**src/rtl/ws2812_rx.sv**
```systemverilog
// ws2812_rx: decodes a WS2812 NZR serial line into 24-bit GRB pixel words plus a frame-end strobe.
// Defining WS2812_RX_ERR_EN enables high-pulse width checking and the err_out strobe.
module ws2812_rx #(
  parameter int unsigned BIT_THRES = 60,
  parameter int unsigned RST_CNT   = 5000,
  parameter int unsigned MIN_HIGH  = 15,
  parameter int unsigned MAX_HIGH  = 150
) (
  input  logic        clk_in,
  input  logic        rst_in,
  input  logic        din_in,
  output logic        pixel_vld_out,
  output logic [23:0] pixel_data_out,
  output logic [5:0]  pixel_idx_out,
  output logic        frame_done_out,
  output logic        err_out
);

  localparam logic [15:0] THRES_W = 16'(BIT_THRES);
  localparam logic [15:0] RST_W   = 16'(RST_CNT);
  localparam logic [15:0] CNT_MAX = 16'hFFFF;

  // Counters are 16 bits and saturate, so every threshold has to fit below the ceiling.
  if (BIT_THRES == 0 || RST_CNT == 0 || RST_CNT >= 65535 ||
      MIN_HIGH > MAX_HIGH || MAX_HIGH >= 65535) begin : g_bad_cfg
    $error("ws2812_rx: illegal parameter set");
  end

  typedef enum logic [1:0] {
    ST_SYNC = 2'd0,
    ST_IDLE = 2'd1,
    ST_HIGH = 2'd2,
    ST_LOW  = 2'd3
  } state_t;

  state_t      state_r;
  logic [1:0]  sync_r;
  logic        din_d_r;
  logic [15:0] high_cnt_r;
  logic [15:0] low_cnt_r;
  logic [4:0]  bit_cnt_r;
  logic [22:0] shreg_r;
  logic [5:0]  idx_r;

  logic din_s;
  logic rise_s;
  logic fall_s;
  logic bit_s;
  logic len_bad_s;
  logic stuck_s;

  // Two-flop synchronizer for the asynchronous line plus a delayed copy for edge detection.
  always_ff @(posedge clk_in) begin
    if (rst_in) begin
      sync_r  <= 2'b00;
      din_d_r <= 1'b0;
    end else begin
      sync_r  <= {sync_r[0], din_in};
      din_d_r <= sync_r[1];
    end
  end

  // Edge detection, bit decision and (optional) pulse-width qualification.
  always_comb begin
    din_s  = sync_r[1];
    rise_s = din_s & ~din_d_r;
    fall_s = ~din_s & din_d_r;
    bit_s  = (high_cnt_r >= THRES_W);
`ifdef WS2812_RX_ERR_EN
    len_bad_s = (high_cnt_r < 16'(MIN_HIGH)) || (high_cnt_r > 16'(MAX_HIGH));
    stuck_s   = din_s && (high_cnt_r > 16'(MAX_HIGH));
`else
    len_bad_s = 1'b0;
    stuck_s   = 1'b0;
`endif
  end

  // Run-length counters; the edge cycle loads 1 so the count at the opposite edge equals the level length.
  always_ff @(posedge clk_in) begin
    if (rst_in) begin
      high_cnt_r <= 16'd0;
      low_cnt_r  <= 16'd0;
    end else begin
      if (rise_s) begin
        high_cnt_r <= 16'd1;
      end else if (din_s && (high_cnt_r != CNT_MAX)) begin
        high_cnt_r <= high_cnt_r + 16'd1;
      end else begin
        high_cnt_r <= high_cnt_r;
      end
      if (fall_s) begin
        low_cnt_r <= 16'd1;
      end else if (!din_s && (low_cnt_r != CNT_MAX)) begin
        low_cnt_r <= low_cnt_r + 16'd1;
      end else begin
        low_cnt_r <= low_cnt_r;
      end
    end
  end

  // Decoder FSM with registered pixel, frame and error strobes.
  always_ff @(posedge clk_in) begin
    if (rst_in) begin
      state_r        <= ST_SYNC;
      bit_cnt_r      <= 5'd0;
      shreg_r        <= 23'd0;
      idx_r          <= 6'd0;
      pixel_vld_out  <= 1'b0;
      pixel_data_out <= 24'd0;
      pixel_idx_out  <= 6'd0;
      frame_done_out <= 1'b0;
      err_out        <= 1'b0;
    end else begin
      pixel_vld_out  <= 1'b0;
      frame_done_out <= 1'b0;
      err_out        <= 1'b0;
      case (state_r)
        // A rise only counts as the end of the reset low when it is the edge itself, not a long high.
        ST_SYNC: begin
          if ((low_cnt_r >= RST_W) && (!din_s || rise_s)) begin
            state_r <= rise_s ? ST_HIGH : ST_IDLE;
          end
        end
        ST_IDLE: begin
          if (rise_s) begin
            state_r <= ST_HIGH;
          end
        end
        ST_HIGH: begin
          if (fall_s && len_bad_s) begin
            err_out   <= 1'b1;
            bit_cnt_r <= 5'd0;
            idx_r     <= 6'd0;
            state_r   <= ST_SYNC;
          end else if (fall_s) begin
            state_r <= ST_LOW;
            if (bit_cnt_r == 5'd23) begin
              pixel_data_out <= {shreg_r, bit_s};
              pixel_idx_out  <= idx_r;
              pixel_vld_out  <= 1'b1;
              idx_r          <= idx_r + 6'd1;
              bit_cnt_r      <= 5'd0;
            end else begin
              shreg_r   <= {shreg_r[21:0], bit_s};
              bit_cnt_r <= bit_cnt_r + 5'd1;
            end
          end else if (stuck_s) begin
            err_out   <= 1'b1;
            bit_cnt_r <= 5'd0;
            idx_r     <= 6'd0;
            state_r   <= ST_SYNC;
          end
        end
        ST_LOW: begin
          if (low_cnt_r >= RST_W) begin
            frame_done_out <= 1'b1;
            idx_r          <= 6'd0;
            bit_cnt_r      <= 5'd0;
            state_r        <= rise_s ? ST_HIGH : ST_IDLE;
          end else if (rise_s) begin
            state_r <= ST_HIGH;
          end
        end
        default: begin
          state_r <= ST_SYNC;
        end
      endcase
    end
  end

endmodule

```
**config.mk**
```make
export PLATFORM = sky130hd
export DESIGN_NAME = ws2812_rx
export DESIGN_NICKNAME = d
export VERILOG_FILES = /design/src/rtl/ws2812_rx.sv
export SDC_FILE = /design/constraint.sdc
export NUM_CORES = 1
export LEC_CHECK = 0
export BUFFER_PORTS_ARGS = -buffer_cell sky130_fd_sc_hd__buf_2
export CORE_ASPECT_RATIO = 0.7
export CORE_MARGIN = 2
export CORE_UTILIZATION = 25
export CTS_CLUSTER_DIAMETER = 120
export DETAILED_ROUTE_END_ITERATION = 10
export SYNTH_ARGS = -nofsm -noshare
export SYNTH_HDL_FRONTEND = slang
export SYNTH_SLANG_ARGS = --single-unit
export TNS_END_PERCENT = 100
```
**constraint.sdc**
```tcl
create_clock -name clk_in -period 4.1 [get_ports clk_in]
set_input_delay 0.82 -clock clk_in [delete_from_list [all_inputs] [get_ports clk_in]]
set_output_delay 0.82 -clock clk_in [all_outputs]
set_load 0.02 [all_outputs]
```
==> results.md <==
- The run finished with clean final reports.
- Fill cells in the final layout number approximately 1800.
- For this block, the routed nets add up to 9.898 mm of wire.
- The floorplan has 40 rows.
- The required time at the endpoint of the critical path is 4.37 ns.
- At the end of routability-driven placement, the weighted congestion stood at 0.7505.
- The number of antenna repair diodes is 0.
- In this run the vertical extent of the chip is 115.6 um.
- The floorplan die width is 163.4 um.
- The net switching power is 427.9 uW.
- The global-route wire length before repair is 16.70 mm.
- In the final layout, flip-flops and latches occupy ~2100 sq um.
- The number of global-route vias before repair was 3321.
- The share of total power in combinational logic is 2.6%.
- The commonest non-fill, non-tap cell in the layout is nand2_1.
- The slew at the pin closest to its max-slew limit is 0.9918 ns.
- The utilization after layout is 29.78%.
- Buffers placed on the I/O ports in this run total 34.
- The worst pin sits at a relative slew slack of 33.63%.
- In the final layout, the share of cells above drive strength 1 is between 10 and 15%.
- The number of hold violations in the final report is 0.
- Compared with the post-synthesis result, the final layout area differs by 15.58%.
- The number of buffers created by CTS is 9.
- Synthesis inferred 103 register bits.
- The largest fanout on the critical path is 25.
- Counting along the longest clock path gives a buffer depth of 2.
- In this run the critical register-to-register path is launched from sync_r[1]$_SDFF_PP0_.
- The smallest clock period supported by the final layout is computed as 2.331 ns.
- The number of distinct library cells after synthesis is 56.
- The share of the clock period used by the worst path after layout is 56.87%.
- The root buffer cell is clkbuf_16.
- The most used flip-flop cell after synthesis is dfxtp_1.
- The setup slack of the critical path after layout is 1.769 ns.
- The first detailed-routing pass took 5 iterations.
- The number of clock sinks seen by CTS is 103.
- The number of top-level pins is 36.
- The mean instance size in the synthesized netlist is ~8.1 sq um.
- In this run the number of H-tree levels came out at 3.
- The clock slew seen by the registers of the worst setup and hold paths is 0.07 ns.
- Once the floorplan was initialized, standard cells occupied 25.76% of the core.
- The synthesized netlist cell count is around 550.
- Summed over all cells, the static leakage comes to 1.754 nW.
- Using the TritonRoute via totals, the vias-per-cell ratio works out to 4.781.
- The summed area of non-filler cells in the final layout is about 5000 sq um.
- For this run the aggregate overflow at the end of global routing stands at 0.
- The pre-CTS setup slack is about 1.8 ns.
- Max-cap violations in this run came to 0.
- Summing every instance area after synthesis gives 4448 sq um.
- Setup violations remaining at the end of the flow were counted as 0.
- The endpoint identified for the worst register-to-register timing path is bit_cnt_r[3]$_SDFFE_PP0P_.
- The total routing resource utilization after global routing is 11.02%.
- Summing all multi-input logic gate instances after layout gives 2220 sq um.
- The data arrival time of the critical path is 2.60 ns.
- The tightest min-delay check is of the flip-flop to flip-flop type.
- The core region is 17270 sq um.
- The peak supply drop is between 200 and 250 uV.
- The total design power is 1.988 mW.
- The highest achievable clock rate is 428.9 MHz.
- The detailed router placed ~3800 vias in this run.
- The quantity of gates resized following cts is 0.
- STA classifies the critical path startpoint as a flip-flop.
- Per report_power, the sequential group accounts for between 50 and 60% of the total.
- Setup repair after global routing left no endpoint under its margin.
- The clock share of power is between 40 and 50%.
- The final clock skew is approximately 0.0086 ns.
- The number of nets produced by synthesis is 555.
- Internal power comes to roughly 1.6 mW.
- The number of synthesized flops with an enable pin is 0.
- The worst setup path category is flip-flop to flip-flop.
- The hold buffer count at cts is 0.
- The DRC marker count from the first detailed-route iteration is about 270.
- The share of the yosys chip area belonging to registers is 46.36%.
- In this run the power density over the cells is approximately 390 nW/um^2.
- The number of buffers added for setup after CTS is 0.
- The number of antenna violations at the first check in global routing is 0.
- The floorplan step defined a die boundary enclosing around 19000 sq um.
- The final number of max-transition violations is 0.
- In the routed design, unresolved DRC markers number 0.
- The timing endpoint of the critical path is bit_cnt_r[3]$_SDFFE_PP0P_.
- Of the total power, the share spent switching nets is 21.53%.
- Dividing the detail-routed wire length by the instance count gives 12.37 um.
- TritonCTS built the clock tree.
- The maximum number of pins on one net before global-route repair is 53.
- Across all register-to-register paths, the minimum setup slack is 1.77 ns.
- The worst setup path is captured at a flip-flop.
- In this run the remaining antenna-violating nets after routing total 0.
- The fraction of synthesis flops using an asynchronous set or reset pin is 0%.
- The placed wire-length estimate after detailed placement is between 6 and 7 mm.
- The source-to-sink clock delay at the later pin of the worst-skew pair is 0.34 ns.
- Counting instances, the worst hold path has a depth of 1.
- The top cell types in the final layout, fill and taps aside, are nand2_1 (138), dfxtp_1 (103), a21oi_1 (66), buf_2 (34), nor2_1 (20).
- The length in cells of the worst reg-to-reg path is 5.
- The warning count from the yosys run is 0.
- At the end of the flow, the number of nets in the layout was 574.
- The critical path starts at sync_r[1]$_SDFF_PP0_.
- The aggregate negative setup slack is 0 ns.
- After detailed placement, the total cell area comes to between 4000 and 5000 sq um.
power by group through the flow:
stage	clock network [mW]	logic [mW]	registers, mW
floorplan	0	0.0442	1.04
global placement	0	0.0513	1.04
detailed placement	0	0.0505	1.04
CTS	0.942	0.0509	1.02
global route	0.988	0.0577	1.02
finish	0.918	0.0510	1.02
synthesized netlist by cell type, types with 9 or more instances:
master | count | area share (%)
a211oi_1 | 13 | 2.2
a21oi_1 | 66 | 7.4
clkbuf_1 | 25 | 2.1
dfxtp_1 | 103 | 46
inv_1 | 10 | 0.84
mux2i_1 | 10 | 2.3
nand2_1 | 138 | 12
nand3_1 | 19 | 2.1
nand4_1 | 11 | 1.5
nor2_1 | 21 | 1.8
nor4_1 | 10 | 1.4
o21ai_0 | 9 | 1.0
or3_1 | 10 | 1.4
or4_1 | 9 | 1.5
through the flow:
step	hold slack, ns	cells
2_1_floorplan	0.4138	546
3_3_place_gp	0.4427	785
3_5_place_dp	0.4347	785
4_1_cts	0.4513	800
5_1_grt	0.4648	800
6_report	0.4415	800
worst min-delay path by stage:
stage | start | end
after floorplan | sync_r[0]$_SDFF_PP0_ | sync_r[1]$_SDFF_PP0_
after global placement | pixel_data_out[2]$_SDFFE_PP0P_ | pixel_data_out[2]$_SDFFE_PP0P_
after detailed placement | sync_r[0]$_SDFF_PP0_ | sync_r[1]$_SDFF_PP0_
after CTS | sync_r[0]$_SDFF_PP0_ | sync_r[1]$_SDFF_PP0_
after global routing | sync_r[0]$_SDFF_PP0_ | sync_r[1]$_SDFF_PP0_
final | sync_r[0]$_SDFF_PP0_ | sync_r[1]$_SDFF_PP0_
layout make-up:
class	count	share of cell area, %
multi-input cells	401	43.17
flip-flops and latches	103	40.11
well taps	231	5.622
clock buffers	9	4.381
repair buffers	40	4.186
clock inverters	6	1.801
inverters	10	0.7301
sequential cells by signal, indices dropped and copies added, names as in the netlist:
register,count
pixel_idx_out,6
low_cnt_r,16
din_d_r,1
bit_cnt_r,5
shreg_r,23
pixel_data_out,24
sync_r,2
state_r,2
high_cnt_r,16
idx_r,6
frame_done_out,1
pixel_vld_out,1
metal layers:
metal	GRT usage, %	up-vias	wire length, um	share of wire, %
met5	0	-	0	0
met4	2.950	0	51	0.52
met3	3.830	6	529	5.3
met2	15.02	85	4009	41
met1	16.27	1749	5307	54
li1	-	1985	-	-
worst max-delay path, stage by stage (launching register included):
cell and delay (ns):
dfxtp_1 0.55, nor4bb_1 0.39, buf_4 0.21, nand2_1 0.49
o41a_1 0.55, o31ai_2 0.06
cell families after synthesis:
logic type                 count (synthesis)  share of synthesized area (%)
buffers and inverters                     42                          3.798
other                                      1                        0.08431
and+or+nand+nor                          260                          28.44
adders and majority gates                  6                          1.688
xor gates and xnor gates                   4                         0.7878
muxes                                     10                          2.250
DFF                                      103                          46.36
AOI/OAI and AO/OA                        120                          16.60
Note: power is estimated with default switching activity, not from simulation.
